## src/rtl/cmd_sequencer_if.sv

```systemverilog
// Command channel from the packet sequencer to the vector execute unit.
// The master drives the command fields; the slave answers with ready.
interface cmd_sequencer_if;
    logic       valid;
    logic       ready;
    logic [3:0] op;
    logic [3:0] vreg;
    logic [7:0] len;

    modport master (output valid, output op, output vreg, output len, input ready);
    modport slave  (input valid, input op, input vreg, input len, output ready);
endinterface

```

## src/rtl/cmd_sequencer.sv

```systemverilog
// Parses host command packets from the receive FIFO. LOAD payloads go to the vector
// register file; every other opcode is issued as a single command over valid/ready.
module cmd_sequencer #(
    parameter int MAX_LEN = 16,
    parameter int TIMEOUT = 10_000
) (
    input  logic                            clk_i,
    input  logic                            rst_i,
    input  logic                            in_ready_i,
    input  logic [7:0]                      in_data_i,
    output logic                            in_read_o,
    output logic                            vec_we_o,
    output logic [4+$clog2(MAX_LEN)-1:0]    vec_addr_o,
    output logic [7:0]                      vec_wdata_o,
    cmd_sequencer_if.master                 cmd,
    output logic                            busy_o,
    output logic                            err_pulse_o,
    output logic [1:0]                      err_code_o
);
    localparam int EW = $clog2(MAX_LEN);
    localparam int TW = $clog2(TIMEOUT);
    localparam logic [7:0]    MAX_LEN_B = 8'(MAX_LEN);
    localparam logic [TW-1:0] TMO_LAST  = TW'(TIMEOUT - 1);
    localparam logic [3:0]    OP_LOAD   = 4'd1;

    typedef enum logic [1:0] {
        S_IDLE  = 2'd0,
        S_LEN   = 2'd1,
        S_DATA  = 2'd2,
        S_ISSUE = 2'd3
    } state_e;

    state_e            state_q, state_d;
    logic [3:0]        op_q, op_d;
    logic [3:0]        reg_q, reg_d;
    logic [7:0]        len_q, len_d;
    logic [EW-1:0]     idx_q, idx_d;
    logic [TW-1:0]     tmo_q, tmo_d;
    logic              we_q, we_d;
    logic [4+EW-1:0]   addr_q, addr_d;
    logic [7:0]        wdata_q, wdata_d;
    logic              err_pulse_q, err_pulse_d;
    logic [1:0]        err_code_q, err_code_d;
    logic              consume_s;
    logic              last_elem_s;

    // A byte is popped whenever the FIFO has one and the parser is not issuing
    assign consume_s   = in_ready_i & ~rst_i & (state_q != S_ISSUE);
    assign last_elem_s = ((8'(idx_q) + 8'd1) == len_q);

    assign in_read_o   = consume_s;
    assign vec_we_o    = we_q;
    assign vec_addr_o  = addr_q;
    assign vec_wdata_o = wdata_q;
    assign cmd.valid   = (state_q == S_ISSUE);
    assign cmd.op      = op_q;
    assign cmd.vreg    = reg_q;
    assign cmd.len     = len_q;
    assign busy_o      = (state_q != S_IDLE);
    assign err_pulse_o = err_pulse_q;
    assign err_code_o  = err_code_q;

    // Packet parser: next state, latched fields, write strobe and error reporting
    always_comb begin
        state_d     = state_q;
        op_d        = op_q;
        reg_d       = reg_q;
        len_d       = len_q;
        idx_d       = idx_q;
        tmo_d       = tmo_q;
        we_d        = 1'b0;
        addr_d      = addr_q;
        wdata_d     = wdata_q;
        err_pulse_d = 1'b0;
        err_code_d  = err_code_q;
        case (state_q)
            S_IDLE: begin
                tmo_d = '0;
                if (consume_s) begin
                    op_d  = in_data_i[7:4];
                    reg_d = in_data_i[3:0];
                    if (in_data_i[7:4] == 4'd0) begin
                        err_pulse_d = 1'b1;
                        err_code_d  = 2'd2;
                    end else begin
                        state_d = S_LEN;
                    end
                end else begin
                    state_d = S_IDLE;
                end
            end
            S_LEN: begin
                if (consume_s) begin
                    len_d = in_data_i;
                    tmo_d = '0;
                    idx_d = '0;
                    if ((in_data_i == 8'd0) || (in_data_i > MAX_LEN_B)) begin
                        err_pulse_d = 1'b1;
                        err_code_d  = 2'd1;
                        state_d     = S_IDLE;
                    end else if (op_q == OP_LOAD) begin
                        state_d = S_DATA;
                    end else begin
                        state_d = S_ISSUE;
                    end
                end else if (tmo_q == TMO_LAST) begin
                    err_pulse_d = 1'b1;
                    err_code_d  = 2'd3;
                    tmo_d       = '0;
                    state_d     = S_IDLE;
                end else begin
                    tmo_d = tmo_q + TW'(1);
                end
            end
            S_DATA: begin
                if (consume_s) begin
                    we_d    = 1'b1;
                    addr_d  = {reg_q, idx_q};
                    wdata_d = in_data_i;
                    idx_d   = idx_q + EW'(1);
                    tmo_d   = '0;
                    if (last_elem_s) begin
                        state_d = S_IDLE;
                    end else begin
                        state_d = S_DATA;
                    end
                end else if (tmo_q == TMO_LAST) begin
                    err_pulse_d = 1'b1;
                    err_code_d  = 2'd3;
                    tmo_d       = '0;
                    state_d     = S_IDLE;
                end else begin
                    tmo_d = tmo_q + TW'(1);
                end
            end
            S_ISSUE: begin
                tmo_d = '0;
                if (cmd.ready) begin
                    state_d = S_IDLE;
                end else begin
                    state_d = S_ISSUE;
                end
            end
            default: begin
                state_d = S_IDLE;
            end
        endcase
    end

    // State and datapath registers
    always_ff @(posedge clk_i) begin
        if (rst_i) begin
            state_q     <= S_IDLE;
            op_q        <= 4'd0;
            reg_q       <= 4'd0;
            len_q       <= 8'd0;
            idx_q       <= '0;
            tmo_q       <= '0;
            we_q        <= 1'b0;
            addr_q      <= '0;
            wdata_q     <= 8'd0;
            err_pulse_q <= 1'b0;
            err_code_q  <= 2'd0;
        end else begin
            state_q     <= state_d;
            op_q        <= op_d;
            reg_q       <= reg_d;
            len_q       <= len_d;
            idx_q       <= idx_d;
            tmo_q       <= tmo_d;
            we_q        <= we_d;
            addr_q      <= addr_d;
            wdata_q     <= wdata_d;
            err_pulse_q <= err_pulse_d;
            err_code_q  <= err_code_d;
        end
    end
endmodule

```

## src/flat_wrapper.sv

```systemverilog
// flat-port wrapper written by rule: the top's interface ports become plain ports
module cmd_sequencer_flat 
#(
    parameter int MAX_LEN = 16,
    parameter int TIMEOUT = 10_000
)
  (clk_i, rst_i, in_ready_i, in_data_i, in_read_o, vec_we_o, vec_addr_o, vec_wdata_o, busy_o, err_pulse_o, err_code_o, cmd_valid, cmd_op, cmd_vreg, cmd_len, cmd_ready);
  cmd_sequencer_if cmd_i ();
  input  logic clk_i;
  input  logic rst_i;
  input  logic in_ready_i;
  input  logic [7:0] in_data_i;
  output logic in_read_o;
  output logic vec_we_o;
  output logic [4+$clog2(MAX_LEN)-1:0] vec_addr_o;
  output logic [7:0] vec_wdata_o;
  output logic busy_o;
  output logic err_pulse_o;
  output logic [1:0] err_code_o;
  output wire logic [$bits(cmd_i.valid)-1:0] cmd_valid;
  output wire logic [$bits(cmd_i.op)-1:0] cmd_op;
  output wire logic [$bits(cmd_i.vreg)-1:0] cmd_vreg;
  output wire logic [$bits(cmd_i.len)-1:0] cmd_len;
  input wire logic [$bits(cmd_i.ready)-1:0] cmd_ready;
  assign cmd_valid = cmd_i.valid;
  assign cmd_op = cmd_i.op;
  assign cmd_vreg = cmd_i.vreg;
  assign cmd_len = cmd_i.len;
  assign cmd_i.ready = cmd_ready;
  cmd_sequencer #(.MAX_LEN(MAX_LEN), .TIMEOUT(TIMEOUT)) u_core (.clk_i(clk_i), .rst_i(rst_i), .in_ready_i(in_ready_i), .in_data_i(in_data_i), .in_read_o(in_read_o), .vec_we_o(vec_we_o), .vec_addr_o(vec_addr_o), .vec_wdata_o(vec_wdata_o), .cmd(cmd_i), .busy_o(busy_o), .err_pulse_o(err_pulse_o), .err_code_o(err_code_o));
endmodule
```

## config.mk

```make
export PLATFORM = sky130hd
export DESIGN_NAME = cmd_sequencer_flat
export DESIGN_NICKNAME = d
export VERILOG_FILES = /design/src/rtl/cmd_sequencer_if.sv /design/src/rtl/cmd_sequencer.sv /design/src/flat_wrapper.sv
export SDC_FILE = /design/constraint.sdc
export NUM_CORES = 1
export LEC_CHECK = 0
export ABC_AREA = 1
export CAP_MARGIN = 15
export CORE_MARGIN = 8
export CORE_UTILIZATION = 46
export CTS_CLUSTER_DIAMETER = 60
export DETAILED_ROUTE_END_ITERATION = 16
export PLACE_DENSITY = 0.75
export SETUP_SLACK_MARGIN = 0.15
export SYNTH_ARGS = -nofsm -noshare
export SYNTH_HDL_FRONTEND = slang
export SYNTH_SLANG_ARGS = --single-unit
```

## constraint.sdc

```tcl
create_clock -name clk_i -period 1.7 [get_ports clk_i]
set_clock_uncertainty 0.1 [all_clocks]
set_input_delay 0.34 -clock clk_i [delete_from_list [all_inputs] [get_ports clk_i]]
set_output_delay 0.34 -clock clk_i [all_outputs]
set_load 0.1 [all_outputs]
```

**Yosys cells after proc, flatten, opt, wreduce, memory -nomap -nowiden**

Cells that the tools add are included.

- Bits in registers: 56
- Bits of input ports: 12
- Output and inout bits: 39

- Add/sub/neg operators: 3
- Order comparisons: 1
- Equal/unequal tests: 14
- Multiplexer cells: 31
- Bitwise gates (word level): 4
- Reductions and logical operators: 15

Operators with widths:

| kind | count |
|---|---|
| $mux 14 | 2 |
| $mux 2 | 14 |
| $pmux 14 s2 | 1 |
| $add 14x1->14 const B | 1 |
| $eq 14x14->1 const B | 1 |
| $ne 2x2->1 const B | 5 |
| $eq 8x8->1 | 1 |
| $gt 8x5->1 const B | 1 |
| $logic_not 8->1 | 1 |
| $mux 1 | 8 |
| $mux 4 | 2 |
| $pmux 2 s4 | 1 |
| $pmux 4 s2 | 1 |
| $pmux 2 s3 | 1 |
| $reduce_and 2->1 | 3 |
| $reduce_or 2->1 | 3 |
| $add 4x1->5 const B | 1 |
| $reduce_and 5->1 | 1 |
| $add 4x1->4 const B | 1 |
| $eq 2x2->1 const B | 2 |
| $eq 4x1->1 const B | 1 |
| $logic_not 4->1 | 1 |
| $reduce_bool 2->1 | 2 |
| $ne 3x2->1 const B | 1 |
| 10 further kinds | 12 |

**Longest topological paths before layout**

- Depth after elaboration: 5
- Depth in mapped cells: 14
- Mapped depth without buffers: 14

**Least setup slack after synthesis**

No wires, ideal clock.

- Path type: flip-flop to flip-flop
- Start point: register u_core.state_q[0]
- End point: register u_core.err_code_q[0], in the netlist u_core.err_code_o[0]
- Library setup time: 66 ps
- Data arrival time: 2329 ps
- Required time: 1534 ps
- Slack: -795 ps
- Stages on the path, launching flop included: 12
- Clock period less this slack: 2495 ps
- Cells stage by stage: dfxtp_1 -> ha_1 -> nor2_4 -> nand2_4 -> inv_2 -> a21oi_1 -> nor3_1 -> nand2_1 -> inv_2 -> nand2_1 -> nand2_1 -> a21oi_2

- Longest elaborated chain between the ends: 4
- Elaborated cells between the ends (all ways): 13
- Those cells by class: 7 x eq/ne; 2 x mux; 1 x bitwise; 3 x reduce/logical

RTL lines:

| item | line | RTL |
|---|---|---|
| start: declaration | cmd_sequencer.sv:33 | `state_e state_q, state_d;` |
| start signal: assignment | cmd_sequencer.sv:165 | `state_q <= state_d;` |
| $ne 2x2->1 (*) | cmd_sequencer.sv:48 | `assign consume_s = in_ready_i & ~rst_i & (state_q != S_ISSUE);` |
| $and 1x1->1 (*) | cmd_sequencer.sv:48 |  |
| net in_read_o | flat_wrapper.sv:13 | `output logic in_read_o;` |
| $ne 3x2->1 (no source line), or another cell as far along | - |  |
| $reduce_and 5->1 (no source line) / $pmux 2 s3 (equally long branches) | - |  |
| end signal: assignment | cmd_sequencer.sv:175 | `err_code_q <= err_code_d;` |
| end: declaration | cmd_sequencer.sv:43 | `logic [1:0] err_code_q, err_code_d;` |

Mark *: on every way through the listed nets, which the timed path passes. The rest lies on a longest branch.
A chain may end at the register's enable or synchronous reset.

**Worst setup path in the final report**

- Start point: input rst_i
- End point: register u_core.state_q[0]

- Longest elaborated chain between the ends: 5
- Elaborated cells between the ends (all ways): 8
- Those cells by class: 1 x eq/ne; 4 x mux; 3 x bitwise

RTL lines:

| item | line | RTL |
|---|---|---|
| start: declaration | flat_wrapper.sv:10 | `input logic rst_i;` |
| $not 1->1 | cmd_sequencer.sv:48 |  |
| $and 1x1->1 (2 in a row) | cmd_sequencer.sv:48 |  |
| $mux 2 (on tied branches) | cmd_sequencer.sv:116, cmd_sequencer.sv:93, cmd_sequencer.sv:79 |  |
| $pmux 2 s4 | cmd_sequencer.sv:76 | `case (state_q)` |

Parallel ways exist; a longest one is shown, timed or not.

==> impl_metrics.py <==
metrics = {
    "status": {
        "outcome": "complete, but fails checks",
        "violations": "negative setup slack",
    },
    "finish": {
        "seq_area_um2": 1140,
        "multi_input_area_um2": 1500,
        "mostFrequentLayoutCells": "nand2_1 (49), nor2_1 (45), buf_12 (43)",
        "drive_above_1_share_pct": 44.0,
        "utilization_pct": 83.4,
        "final_cell_count_no_fill": 524,
        "synthToLayoutAreaGrowth_pct": 78.4,
        "layout_commonest_cell": "nand2_1",
        "filler_cell_count": 283,
        "nets": 469,
        "diodes": 0,
    },
    "route": {
        "wl_met3_um": 668,
        "postRouteAntennaNets": 0,
        "drc": 0,
        "drt-initial-drc-count": 198,
        "drt_wl_total_mm": 9.00,
        "vias_per_cell": 5.39,
        "wl_per_cell_um": 17.2,
        "drt-met1-wl_mm": 3.47,
        "highest_layer": "met4",
        "route.met2.wl_mm": 4.58,
        "dr.pass1.iters": 5,
        "vias": 2823,
    },
    "place": {
        "place_ws_ps": -272,
        "dpl.cell_count": 490,
        "dpl.hpwl_mm": 5.38,
        "port_buffers": 50,
        "gp_congestion": 0.929,
    },
    "sta": {
        "fmax_mhz": 556,
        "finalCritPeriodShare_pct": 106,
        "period_minus_slack_ps": 1800,
        "fin_ws_ps": -98.3,
        "maxSlewHeadroom_pct": 75.7,
        "setup_viol": 10,
        "setup_tns_ps": -354,
        "finalHoldViolCount": 0,
        "tightest_slew_ps": 362,
        "grt_setup_unrepaired": "yes",
        "slew_viol_final": 0,
    },
    "synth": {
        "synth.avg_cell_area_um2": 7.35,
        "syn_inst": 346,
        "yosysTopAreaCellShare_pct": 44.1,
        "ys_warn_count": 0,
        "synth_cell_type_count": 35,
        "syn_area_um2": 2540,
        "ys_ff_latch": 56,
        "seq_area_frac_synth_pct": 44.1,
        "yosys.area.top_type": "dfxtp_1",
        "synthTopCellsByArea": "dfxtp_1 (44%), nand2_1 (8.4%), nor2_1 (7.8%), o21ai_0 (7.1%), a21oi_1 (6.1%)",
        "syn_nets": 364,
    },
    "grt": {
        "track_usage_pct": 20.4,
        "grt_remaining_overflow": 0,
        "antenna_found_initial": 0,
        "grt_max_degree": 19,
        "grt_pass1_wl_mm": 13.8,
        "grt_pass1_vias": 2805,
    },
    "pwr": {
        "powerDensity_nw_per_um2": 615,
        "power.leakage_nw": 1.86,
        "irDropWorstVdd_uv": 443,
    },
    "clock_network": {
        "clockBufferDepth": 2,
        "cts_made_buffers": 5,
        "cts_root_buffer": "clkbuf_8",
        "hold_buffers": 0,
        "htree_levels": 2,
        "clk_pin_slew_worst_paths_ps": 110,
        "worstSkewPairLatency_ps": 320,
        "numClockSinks": 56,
        "cts_tree": "done",
    },
    "worst_setup_path": {
        "crit_fanout": 6,
        "crit_arrival_ps": 1950,
        "setup.worst_path.start_class": "input pin",
        "critPathKind": "in -> reg",
        "cp.required_ps": 1850,
        "cp-end-kind": "flop",
    },
    "floorplan": {
        "ios": 51,
        "fp.dieW_um": 90.4,
        "die-area_um2": 8160,
        "num_rows": 27,
        "start_util_pct": 46.8,
        "die_y_um": 90.4,
        "core-area_um2": 5440,
    },
    "min_path": {
        "min_path_type": "in -> reg",
    },
    "job": {
        "cap_viol_max_count": 0,
    },
}
-- stage by stage --
stage               hold slack (ps)  instance area, um2  power (mW)
floorplan                       317                2660        1.63
global placement                332                3860        1.82
detailed placement              340                3860        1.83
CTS                             399                4270        2.74
global route                    429                4540        2.88
finish                          408                4540        2.79
-- final cells by class --
cell class | instances | area share, %
timing repair buffer | 107 | 32.9
clock inverter | 2 | 0.855
clock buffer | 6 | 1.60
multi-input combinational | 240 | 33.0
inverter | 41 | 4.41
sequential | 56 | 25.2
tap | 72 | 1.99
-- flip-flops by register name (all words and copies together), names as in the netlist, 2 cells and up --
signal              cells
u_core.cmd.len          8
u_core.cmd.op           4
u_core.cmd.vreg         4
u_core.err_code_o       2
u_core.idx_q            4
u_core.state_q          2
u_core.tmo_q           14
u_core.vec_addr_o       8
u_core.vec_wdata_o      8
-- kinds of logic (layout without fill, tap and decap cells) --
group | Yosys count | after routing | share of synthesized area [%]
flops | 56 | 56 | 44.1
compound gates | 71 | 71 | 14.2
fa+ha+maj | 6 | 6 | 2.95
buf+inv | 50 | 156 | 8.12
xor+xnor | 5 | 5 | 1.72
simple gates | 158 | 158 | 28.9
-- cells in the mapped netlist, drive strengths merged --
cell / instances
inv: 40
nor2: 57
xnor2: 1
nor3: 8
o21ai: 38
nand2: 59
clkbuf: 2
xor2: 4
nor4: 2
dfxtp: 56
ha: 6
nor3b: 3
buf: 7
a21oi: 32
nand3b: 1
or2: 2
nand4: 7
nand3: 19
o31ai: 1
clkinv: 1
-- per-layer routing --
metal | vias up | track usage, %
met1 | 1322 | 23.7
met5 | - | 0
met2 | 136 | 33.8
li1 | 1337 | -
met4 | 0 | 9.43
met3 | 28 | 5.74
-- report_power, final --
| group | internal, mW | switching, mW | leakage (nW) | total (mW) |
|---|---|---|---|---|
| Combinational | 0.210 | 0.310 | 1.34 | 0.520 |
| Sequential | 1.33 | 0.0330 | 0.460 | 1.36 |
| Clock | 0.446 | 0.463 | 0.0558 | 0.909 |
-- worst paths after layout --
kind | slack (ps) | start | end | depth (start not counted)
worst max-delay path | -100 | rst_i | u_core.state_q[0]$_SDFFE_PP0P_ | 11
worst min-delay path | 410 | in_data_i[7] | u_core.cmd.op[3]$_SDFFE_PP0P_ | 4
worst max register to register | -100 | u_core.state_q[0]$_SDFFE_PP0P_ | u_core.state_q[0]$_SDFFE_PP0P_ | 11
worst min register to register | 420 | u_core.err_code_o[0]$_SDFFE_PP0P_ | u_core.err_code_o[0]$_SDFFE_PP0P_ | 2
-- timing repair --
item | CTS | global route
gates cloned | 3 | 1
endpoints found under the setup margin | 54 | 59
pin swaps | 12 | 20
buffers inserted | 17 | 5
gates resized for setup | 37 | 65
-- critical path, cell delays in order --
cell and delay [ps]:
clkdlybuf4s50_1 460, nor2_4 190, nand2_8 100, buf_8 150
nor2_4 120, nand3_2 110, o21ai_1 190, nand2_1 80
nand2_1 60, nand2_1 40, a21oi_1 100
(Power assumes the default switching activity.)
